--- config.mk ---
export PLATFORM = sky130hd
export DESIGN_NAME = decoder_grant_arbiter
export DESIGN_NICKNAME = d
export VERILOG_FILES = /design/src/rtl/decoder_grant_arbiter.sv
export SDC_FILE = /design/constraint.sdc
export NUM_CORES = 1
export LEC_CHECK = 0
export BUFFER_PORTS_ARGS = -buffer_cell sky130_fd_sc_hd__buf_2
export CORE_AREA = 2 2 39 41
export DETAILED_ROUTE_END_ITERATION = 10
export DIE_AREA = 0 0 41 43
export GPL_TIMING_DRIVEN = 0
export HOLD_SLACK_MARGIN = 0.1
export PLACE_DENSITY_LB_ADDON = 0.2
export SLEW_MARGIN = 20
export SYNTH_ARGS = -nofsm -noshare
export SYNTH_HDL_FRONTEND = slang
export SYNTH_SLANG_ARGS = --single-unit
--- constraint.sdc ---
create_clock -name clk -period 1.5 [get_ports clk]
set_input_delay 0.15 -clock clk [delete_from_list [all_inputs] [get_ports clk]]
set_output_delay 0.15 -clock clk [all_outputs]
set_load 0.005 [all_outputs]
--- src/rtl/decoder_grant_arbiter.sv ---
// Round-robin owner of a 2x4 decoder port; grant 1 cycle after req, 1-cycle RECOVER gap after each grant.
// No backpressure: losers wait in place; `define ARB_TIMEOUT_EN adds a HOLD_MAX-cycle grant watchdog.
module decoder_grant_arbiter #(
  parameter int HOLD_MAX = 15,
  parameter int CNT_W    = 4
) (
  input  logic       clk,
  input  logic       rst_n,
  input  logic [0:3] req,
  input  logic       owner_release,  // "release" is a reserved word
  output logic       A,
  output logic       B,
  output logic       enable,
  output logic [0:3] D,
  output logic       busy,
  output logic       timeout
);

  localparam logic [1:0] IDLE    = 2'd0;
  localparam logic [1:0] GRANT   = 2'd1;
  localparam logic [1:0] RECOVER = 2'd2;

  if (HOLD_MAX < 1 || HOLD_MAX > (2 ** CNT_W) - 1) begin : g_bad_hold_max
    $error("HOLD_MAX does not fit the hold counter width");
  end

  logic [1:0] state;
  logic [1:0] ptr;
  logic [1:0] winner;
  logic [1:0] cand;
  logic       any_req;
  logic       owner_req;
  logic       hold_hit;

  // Walk offsets 4..1 so the smallest offset from ptr overwrites the rest.
  always_comb begin
    winner  = ptr;
    any_req = 1'b0;
    cand    = ptr;
    for (int k = 4; k >= 1; k--) begin
      cand = ptr + 2'(k);
      if (req[cand]) begin
        winner  = cand;
        any_req = 1'b1;
      end
    end
  end

  assign owner_req = req[{A, B}];

`ifdef ARB_TIMEOUT_EN
  logic [CNT_W-1:0] hold_cnt;

  assign hold_hit = (hold_cnt == CNT_W'(HOLD_MAX - 1));

  always_ff @(posedge clk or negedge rst_n) begin
    if (!rst_n) begin
      hold_cnt <= '0;
    end else if (state != GRANT) begin
      hold_cnt <= '0;
    end else if (!hold_hit) begin
      hold_cnt <= hold_cnt + CNT_W'(1);
    end
  end
`else
  assign hold_hit = 1'b0;
`endif

  always_ff @(posedge clk or negedge rst_n) begin
    if (!rst_n) begin
      state   <= IDLE;
      ptr     <= 2'd3;
      A       <= 1'b0;
      B       <= 1'b0;
      enable  <= 1'b0;
      busy    <= 1'b0;
      timeout <= 1'b0;
    end else begin
      timeout <= 1'b0;
      case (state)
        IDLE: begin
          if (any_req) begin
            state  <= GRANT;
            {A, B} <= winner;
            ptr    <= winner;
            enable <= 1'b1;
            busy   <= 1'b1;
          end
        end
        GRANT: begin
          if (owner_release || !owner_req || hold_hit) begin
            state   <= RECOVER;
            enable  <= 1'b0;
            // A voluntary exit on the same edge wins over the watchdog.
            timeout <= hold_hit && !owner_release && owner_req;
          end
        end
        RECOVER: begin
          state <= IDLE;
          busy  <= 1'b0;
        end
        default: begin
          state  <= IDLE;
          enable <= 1'b0;
          busy   <= 1'b0;
        end
      endcase
    end
  end

  always_comb begin
    D           = '0;
    D[{A, B}]   = enable;
  end

endmodule

Yosys cells after proc, flatten, opt, wreduce, memory -nomap -nowiden --
Cells that the tools add are included.
Cells by class: $add $sub $neg 3, order comparisons 6, equal/unequal tests 4, mux-type cells 31, bitwise gates (word level) 8, reductions and logical operators 8
Operator list (count):
- 2-to-1 mux 1 bit | 17
- >= comparator 3 bit (second input constant) | 5
- NOT 2 -> 3 bit | 5
- binary-select mux 1 bit (select 2 bit) | 5
- 2-to-1 mux 2 bit | 5
- AND reduction 2 bit | 3
- adder 2 bit (second input constant) | 2
- bitwise AND 4 bit | 1
- != test 2 bit (second input constant) | 2
- one-hot mux 2 bit (2 select lines) | 1
- less-than comparator 3 x 1 -> 1 bit (second input constant) | 1
- one-hot mux 1 bit (3 select lines) | 1
- AND reduction 3 bit | 1
- adder 2 x 1 -> 2 bit (second input constant) | 1
- demux 1 bit (select 2 bit) | 1
- equality test 2 x 1 -> 1 bit (second input constant) | 1
- equality test 2 bit (second input constant) | 1
- zero test 2 bit | 1
- NOT 1 bit | 2
- one-hot mux 1 bit (2 select lines) | 1
- logical AND 1 bit | 1
- zero test 1 bit | 1
- logical OR 1 bit | 1
Storage, ports and cells: register bits after elaboration 8, output and inout bits 9

Logic depth before layout (Yosys ltp) --
Gate-level depths: netlist of the first run.
depth in word-level cells 10, mapped depth 4, gate-level depth less buffers 3

Worst setup path after synthesis of the first run --
Ideal clock, no wire load.
path type register to register, start register ptr[1], end register B, setup time 0.141 ns, arrival 1.259 ns, required time 1.359 ns, setup slack 0.100 ns, stages on the path, launching flop included 4, path buffers 0, clock period less this slack 1.400 ns, cell sequence dfstp_2 mux2_2 a211oi_1 a32oi_1
On the way: cells in the longest elaborated chain, start to end 9
Ends and longest elaborated chain:
- start, declared | line 28 | logic [1:0] ptr;
- start signal, assigned | line 85 | ptr <= winner;
- adder 2 bit or NOT 2 -> 3 bit (tied branches) | line 41, 42
- NOT 2 -> 3 bit (not written as such) or binary-select mux 1 bit (select 2 bit) (tied branches) | line 42 | if (req[cand]) begin
- binary-select mux 1 bit (select 2 bit) or 2-to-1 mux 1 bit (tied branches) | line 42
- 2-to-1 mux 1 bit (not written as such) (2 in series) | line 42
- 2-to-1 mux 1 bit (3 in series) | line 42
- AND reduction 2 bit (no line)
- end signal, assigned | line 84 | {A, B} <= winner;
- end, declared | line 12 | output logic B,
Several ways; a longest one is shown, not always the timed one. The select of a mux whose other input is x is not followed. A chain may end at the register's enable or synchronous reset.

Worst setup path after layout of the first run --
Same ends and word-level chain as after synthesis.

==> flow_summary.yaml, run 1 <==
status:
  outcome: "finished, final reports clean"
logic_synthesis:
  synth_top_area_cell: "sky130_fd_sc_hd__dfrtp_1"
  synth_seq_area_share: 0.415
  avgSynthCellArea_um2: 9.38
  yosys_register_bits: 8
  yosysWarningCount: 0
  synthDominantCellAreaShare: 0.308
  post_synth_main_area_contributors: "sky130_fd_sc_hd__dfrtp_1 (31%), sky130_fd_sc_hd__dfstp_2 (11%), sky130_fd_sc_hd__mux2_2 (6.9%), sky130_fd_sc_hd__nand2b_1 (5.1%), sky130_fd_sc_hd__o21ai_0 (4.1%)"
  post_synth_instance_area_um2: 488
  synth_cells: 52
  synthDistinctLibCells: 26
  postSynthNetCount: 59
layout:
  design.final.nets: 79
  final_layout_size_suffix_gt1_frac: 0.386
  insertedDiodeCount: 0
  finalCoreUtilization: 0.445
  area.growth.synth_to_final_pct: 26.2
  final_design_area_no_fill_um2: 616
sta:
  final.min_clock_period_ns: 1.44
  timing.final.setup_violations: 0
  grt_setup_unrepaired: "false"
  min_period_over_period: 0.963
  setup_ws_ns: 0.0557
  timing.fmax_ghz: 0.692
  finalHoldViolations: 0
  fin_skew_ns: 0.000413
  final-max-slew-violation-count: 0
worst_setup_path:
  cp_cell_sequence: "mux2_2 -> a211oi_2 -> a32oi_1"
  cp_top_family: "flip-flops"
  path_buf_inv: 0
  worst_setup_path_end_kind: "flop"
  worst_path_largest_cell_delay_ns: 0.58
  setup.worst_path.class: "flop to flop"
  crit_path_start_kind: "flop"
  worstPathMaxFanout: 7
  cp.arrival_ns: 1.57
  critPathRequiredTime_ns: 1.62
  worst_path_max_delay_cell: "sky130_fd_sc_hd__dfstp_2"
place:
  place_congestion: 0.690
  pre_cts_slack_ns: -0.0194
  dp.final_hpwl_um: 789
  port-buffer-count: 14
  placedInstanceArea_um2: 578
floorplan:
  vertical_die_dimension_um: 43
  io_pins: 16
  die_w_um: 41
  row_count: 14
  initial_core_utilization: 0.353
  design.core.area_um2: 1380
  fp.dieArea_um2: 1760
hold_path:
  hold_class: "input port to flop"
job:
  drv.max_cap_violation_count: 0
routing:
  ant_nets: 0
  total_number_of_vias: 438
  drcViolationCount: 0
  drt_iter0_drc: 9
  drt-pass1-iter-count: 4
  detailed_route_vias_per_instance: 5.09
  wl_per_cell_um: 12.4
  wirelength_mm: 1.07
clock_tree:
  tritoncts.num_buffers: 3
  numClockSinks: 8
  cts_max_level: 1
  clk_pin_slew_ns: 0.06
  cts-root-buf: "sky130_fd_sc_hd__clkbuf_4"
  tritoncts: "built"
  clk_latency_ns: 0.25
  clock_path_buffers: 2
power:
  irDropWorstVdd_mv: 0.880
  cell_pwr_density_nw_per_um2: 1950
  p_leak_nw: 0.286
  post_route_total_power_mw: 1.20
grt:
  grt_max_degree: 9
  grt_pass1_wl_mm: 1.61
  first_global_vias: 374
  grt-ovfl-total: 0
  grt_antenna_before_repair: 0
  grt_use_total: 0.142
## cell usage after synthesis
library cell / n
sky130_fd_sc_hd__mux2_2: 3
sky130_fd_sc_hd__dfstp_2: 2
sky130_fd_sc_hd__nor3_1: 3
sky130_fd_sc_hd__a21oi_1: 1
sky130_fd_sc_hd__or3b_1: 1
sky130_fd_sc_hd__buf_6: 1
sky130_fd_sc_hd__dfrtp_1: 6
sky130_fd_sc_hd__inv_1: 4
sky130_fd_sc_hd__a221oi_1: 1
sky130_fd_sc_hd__nand2b_1: 4
sky130_fd_sc_hd__a31o_2: 1
sky130_fd_sc_hd__buf_4: 1
sky130_fd_sc_hd__o31ai_1: 2
sky130_fd_sc_hd__a32oi_1: 2
sky130_fd_sc_hd__o21ai_1: 1
sky130_fd_sc_hd__nor2_1: 3
sky130_fd_sc_hd__conb_1: 1
sky130_fd_sc_hd__nand2_1: 3
sky130_fd_sc_hd__nor2b_1: 1
sky130_fd_sc_hd__a21o_1: 1
sky130_fd_sc_hd__nor4_2: 1
sky130_fd_sc_hd__a211oi_1: 1
sky130_fd_sc_hd__or2_1: 2
sky130_fd_sc_hd__o311ai_1: 1
sky130_fd_sc_hd__a22oi_1: 1
sky130_fd_sc_hd__o21ai_0: 4
## cells in the final DEF (no fill, tap or decap)
master,n
sky130_fd_sc_hd__a211oi_2,1
sky130_fd_sc_hd__a21o_1,1
sky130_fd_sc_hd__a21oi_1,1
sky130_fd_sc_hd__a221oi_1,1
sky130_fd_sc_hd__a22oi_1,1
sky130_fd_sc_hd__a31o_2,1
sky130_fd_sc_hd__a32oi_1,2
sky130_fd_sc_hd__buf_2,14
sky130_fd_sc_hd__buf_4,1
sky130_fd_sc_hd__buf_6,1
sky130_fd_sc_hd__clkbuf_4,3
sky130_fd_sc_hd__conb_1,1
sky130_fd_sc_hd__dfrtp_1,6
sky130_fd_sc_hd__dfstp_2,2
sky130_fd_sc_hd__dlygate4sd3_1,1
sky130_fd_sc_hd__inv_1,4
sky130_fd_sc_hd__mux2_2,3
sky130_fd_sc_hd__nand2_1,3
sky130_fd_sc_hd__nand2b_1,4
sky130_fd_sc_hd__nor2_1,3
sky130_fd_sc_hd__nor2b_1,1
sky130_fd_sc_hd__nor3_1,3
sky130_fd_sc_hd__nor4_2,1
sky130_fd_sc_hd__o21ai_0,4
sky130_fd_sc_hd__o21ai_1,1
sky130_fd_sc_hd__o311ai_1,1
sky130_fd_sc_hd__o31ai_1,2
sky130_fd_sc_hd__or2_1,2
sky130_fd_sc_hd__or3b_1,1
## what timing repair did
| action | CTS | global route |
|---|---|---|
| setup buffers | 0 | 0 |
| hold buffers | 1 | 0 |
| gates resized for setup | 1 | 0 |
| endpoints found under the setup margin | 1 | 0 |
| hold endpoints to repair | 8 | 0 |
## layout make-up
| type | instances | area (um2) |
|---|---|---|
| buffer | 2 | 18.8 |
| clock buffer | 3 | 22.5 |
| fill | 149 | 768 |
| inverter | 4 | 15.0 |
| multi-input combinational | 38 | 256 |
| sequential | 8 | 203 |
| tap | 16 | 20.0 |
| timing repair buffer | 15 | 80.1 |
## state kept, by name, indices dropped and copies added (netlist names)
signal and count:
A 1, B 1, busy 1, enable 1, ptr 2, state 2
## report_power, final
group	switching, mW	total, mW	internal (mW)
combinational	0.286	0.583	0.296
clock	0.0786	0.171	0.0920
sequential	0.105	0.450	0.345
total	0.470	1.20	0.733
## worst min-delay path, delay by kind of cell
kind            cells  cell delay (ns)
compound gates      2             0.20
buf+inv             1             0.13
## metrics by stage
step           hold slack, ns  std cells  TNS, ns
2_1_floorplan          -0.146         52        0
3_3_place_gp          0.00536         82  -0.0173
3_5_place_dp          0.00723         82  -0.0194
4_1_cts                 0.246         86        0
5_1_grt                 0.276         86        0
6_report                0.244         86        0
## logic make-up after synthesis
kind of cell | share of synthesized area
buffers and inverters | 0.0692
DFF | 0.415
other | 0.00768
muxes | 0.0692
AOI/OAI and AO/OA | 0.228
and+or+nand+nor | 0.210
## per-layer routing
layer | share of wire | GRT usage | routed length, um | vias up
li1 | - | - | - | 226
met1 | 0.49 | 0.185 | 527 | 198
met5 | 0 | 0 | 0 | -
met4 | 0.012 | 0.0800 | 13 | 0
met2 | 0.44 | 0.197 | 466 | 12
met3 | 0.059 | 0.0471 | 63 | 2
## path summary, 6_finish.rpt
check / start / to / slack, ns / depth (start not counted)
setup / recovery: ptr[1] / B / 0.06 / 3
hold / removal: req[0] / ptr[0] / 0.24 / 3
setup reg to reg: ptr[1] / B / 0.06 / 3
hold reg to reg: state[1] / busy / 0.50 / 1
max in group asynchronous: rst_n / ptr[0] / 0.99 / 2
min in group asynchronous: rst_n / B / 0.27 / 2
(Power assumes the default switching activity.)
==> run 2, diff against run 1 <==
--- a/config.mk
+++ b/config.mk
@@ -5,6 +5,7 @@
 export SDC_FILE = /design/constraint.sdc
 export NUM_CORES = 1
 export LEC_CHECK = 0
+export ABC_AREA = 1
 export BUFFER_PORTS_ARGS = -buffer_cell sky130_fd_sc_hd__buf_2
 export CORE_AREA = 2 2 39 41
 export DETAILED_ROUTE_END_ITERATION = 10
==> run 2 against run 1 <==
Clock power up 6%. First-iteration DRC count is 110% higher. Critical path depth is 4 higher. Area after synthesis rose by 18%. Largest power group unchanged. Via count grew 39%.
==> flow_summary.yaml, run 2 <==
clock_tree:
  cts_max_level: 1
  numClockSinks: 8
  postCtsSetupBuffers: 0
  clock_path_buffers: 2
  tritoncts: "built"
  clk_pin_slew_ns: 0.06
  clk_latency_ns: 0.26
  tritoncts.num_buffers: 3
  cts-root-buf: "sky130_fd_sc_hd__clkbuf_4"
status:
  outcome: "finished, final reports clean"
sta:
  final.min_clock_period_ns: 1.42
  final-max-slew-violation-count: 0
  tns_ns: 0
  timing.fmax_ghz: 0.706
  setup_ws_ns: 0.0841
  fin_skew_ns: 0.00135
  timing.final.setup_violations: 0
  grt_setup_unrepaired: "false"
  finalHoldViolations: 0
  min_period_over_period: 0.944
routing:
  drcViolationCount: 0
  ant_nets: 0
  detailed_route_vias_per_instance: 5.14
  wl_per_cell_um: 10.8
  total_number_of_vias: 607
  drt_iter0_drc: 19
  drt-pass1-iter-count: 5
  wirelength_mm: 1.28
layout:
  design.final.nets: 110
  commonest_cells_after_routing_fill_and_taps_aside: "sky130_fd_sc_hd__nand2_1 (27), sky130_fd_sc_hd__buf_2 (14), sky130_fd_sc_hd__nand3_1 (9)"
  fillers: 152
  insertedDiodeCount: 0
  layout_top_registers: "ptr x2, state x2"
  area.growth.synth_to_final_pct: 23.3
  final_layout_size_suffix_gt1_frac: 0.333
  layout_commonest_cell: "sky130_fd_sc_hd__nand2_1"
grt:
  grt_pass1_wl_mm: 2.09
  grt-ovfl-total: 0
  grt_antenna_before_repair: 0
  grt_max_degree: 11
  grt_use_total: 0.181
  first_global_vias: 519
worst_setup_path:
  crit_path_start_kind: "flop"
  cp_top_family: "flip-flops"
  path_buf_inv: 1
  worst_path_largest_cell_delay_ns: 0.53
  setup.worst_path.class: "flop to flop"
  cp_cell_sequence: "buf_8 -> nand2_1 -> nand2_2 -> nand2_2 -> o21a_4 -> nand2_1 -> o21ai_1"
  critPathRequiredTime_ns: 1.65
  worstPathMaxFanout: 10
  r2r_setup_slack_ns: 0.08
  cp.arrival_ns: 1.56
  worst_setup_path_end_kind: "flop"
  worst_path_max_delay_cell: "sky130_fd_sc_hd__dfstp_2"
logic_synthesis:
  top_count_cell_post_synth: "sky130_fd_sc_hd__nand2_1"
  synthDistinctLibCells: 22
  synth-async-reset-ratio: 1.00
  synth.cells.most_frequent: "sky130_fd_sc_hd__nand2_1 (27), sky130_fd_sc_hd__nand3_1 (9), sky130_fd_sc_hd__inv_1 (8)"
  synth_cells: 83
  postSynthNetCount: 90
  post_synth_main_area_contributors: "sky130_fd_sc_hd__dfrtp_1 (26%), sky130_fd_sc_hd__nand2_1 (18%), sky130_fd_sc_hd__dfstp_2 (9.2%), sky130_fd_sc_hd__nand3_1 (7.8%), sky130_fd_sc_hd__nand2_2 (7.6%)"
  avgSynthCellArea_um2: 6.92
  synth_seq_area_share: 0.353
  synth_enable_flop_cells: 0
  synth_ff_type: "sky130_fd_sc_hd__dfrtp_1"
  yosysWarningCount: 0
  synth_top_area_cell: "sky130_fd_sc_hd__dfrtp_1"
  synthDominantCellAreaShare: 0.261
  yosys_register_bits: 8
  post_synth_instance_area_um2: 574
floorplan:
  die_w_um: 41
  fp.dieArea_um2: 1760
  io_pins: 16
  initial_core_utilization: 0.415
  vertical_die_dimension_um: 43
  design.core.area_um2: 1380
  row_count: 14
power:
  p_leak_nw: 0.389
  irDropWorstVdd_mv: 0.969
  post_route_total_power_mw: 1.56
  cell_pwr_density_nw_per_um2: 2210
hold_path:
  hold_class: "input port to flop"
place:
  port-buffer-count: 14
  place_congestion: 0.727
  dp.final_hpwl_um: 944
  pre_cts_slack_ns: 0.0907
job:
  drv.max_cap_violation_count: 0
==> run 2: cell count changes after synthesis, moves of 3 or more <==
cell | previous run | this run
sky130_fd_sc_hd__inv_1 | 4 | 8
sky130_fd_sc_hd__mux2_2 | 3 | 0
sky130_fd_sc_hd__nand2_1 | 3 | 27
sky130_fd_sc_hd__nand2_2 | 0 | 7
sky130_fd_sc_hd__nand2b_1 | 4 | 0
sky130_fd_sc_hd__nand3_1 | 0 | 9
sky130_fd_sc_hd__o21ai_0 | 4 | 0
sky130_fd_sc_hd__o21ai_1 | 1 | 4
==> run 2: where the power goes <==
part | leakage, nW | internal, mW | switching, mW
sequential | 0.0929 | 0.349 | 0.111
combinational | 0.281 | 0.373 | 0.550
clock | 0.0150 | 0.102 | 0.0784
total | 0.389 | 0.824 | 0.740
==> run 2: layout make-up <==
class | instances | area (um2) | area share
flip-flops and latches | 8 | 203 | 0.286
inverters | 12 | 57.6 | 0.0813
plain buffers | 2 | 22.5 | 0.0318
well taps | 16 | 20.0 | 0.0283
multi-input cells | 61 | 299 | 0.422
repair buffers | 15 | 80.1 | 0.113
clock buffers | 4 | 26.3 | 0.0371
==> run 2: per-stage QoR <==
| stage | instances | hold WS (ns) | cell area, um2 | utilization |
|---|---|---|---|---|
| finish | 118 | 0.190 | 708 | 0.512 |
| global route | 118 | 0.228 | 708 | 0.512 |
| CTS | 118 | 0.187 | 701 | 0.506 |
| detailed placement | 113 | -0.000946 | 664 | 0.480 |
| global placement | 113 | -0.00120 | 664 | 0.480 |
| floorplan | 83 | -0.146 | 574 | - |
==> run 2: cell families (layout without fill, tap and decap cells) <==
group,after synthesis,in the layout,share of synthesized area
other,1,1,0.00653
AOI/OAI and AO/OA,7,7,0.0806
buffers and inverters,14,33,0.133
and+or+nand+nor,53,53,0.427
DFF,8,8,0.353
==> run 2: worst paths after layout <==
path | from | to | depth (start not counted)
max in group asynchronous | rst_n | ptr[0] | 2
min in group asynchronous | rst_n | A | 2
worst min-delay path | owner_release | state[0] | 4
worst max-delay path | ptr[0] | A | 7
worst min register to register | state[1] | state[1] | 1
worst max register to register | ptr[0] | A | 7
==> run 2: worst reg2reg max path, cell delays in order, from the launching register on <==
cell	delay, ns
sky130_fd_sc_hd__dfstp_2	0.53
sky130_fd_sc_hd__buf_8	0.14
sky130_fd_sc_hd__nand2_1	0.07
sky130_fd_sc_hd__nand2_2	0.10
sky130_fd_sc_hd__nand2_2	0.07
sky130_fd_sc_hd__o21a_4	0.25
sky130_fd_sc_hd__nand2_1	0.09
sky130_fd_sc_hd__o21ai_1	0.06
==> run 2: metal layers <==
metal  wire length (um)  track usage  vias up
met5                  0            0        -
met4                 19        0.120        0
met3                 45       0.0471        4
met2                660        0.281       13
met1                549        0.205      289
li1                   -            -      301
==> run 2: what timing repair did <==
| item | in CTS | in global routing |
|---|---|---|
| endpoints found under the hold margin | 8 | 0 |
| hold buffers | 1 | 0 |
| setup endpoints to repair | 0 | 2 |
| resized for setup | 0 | 2 |
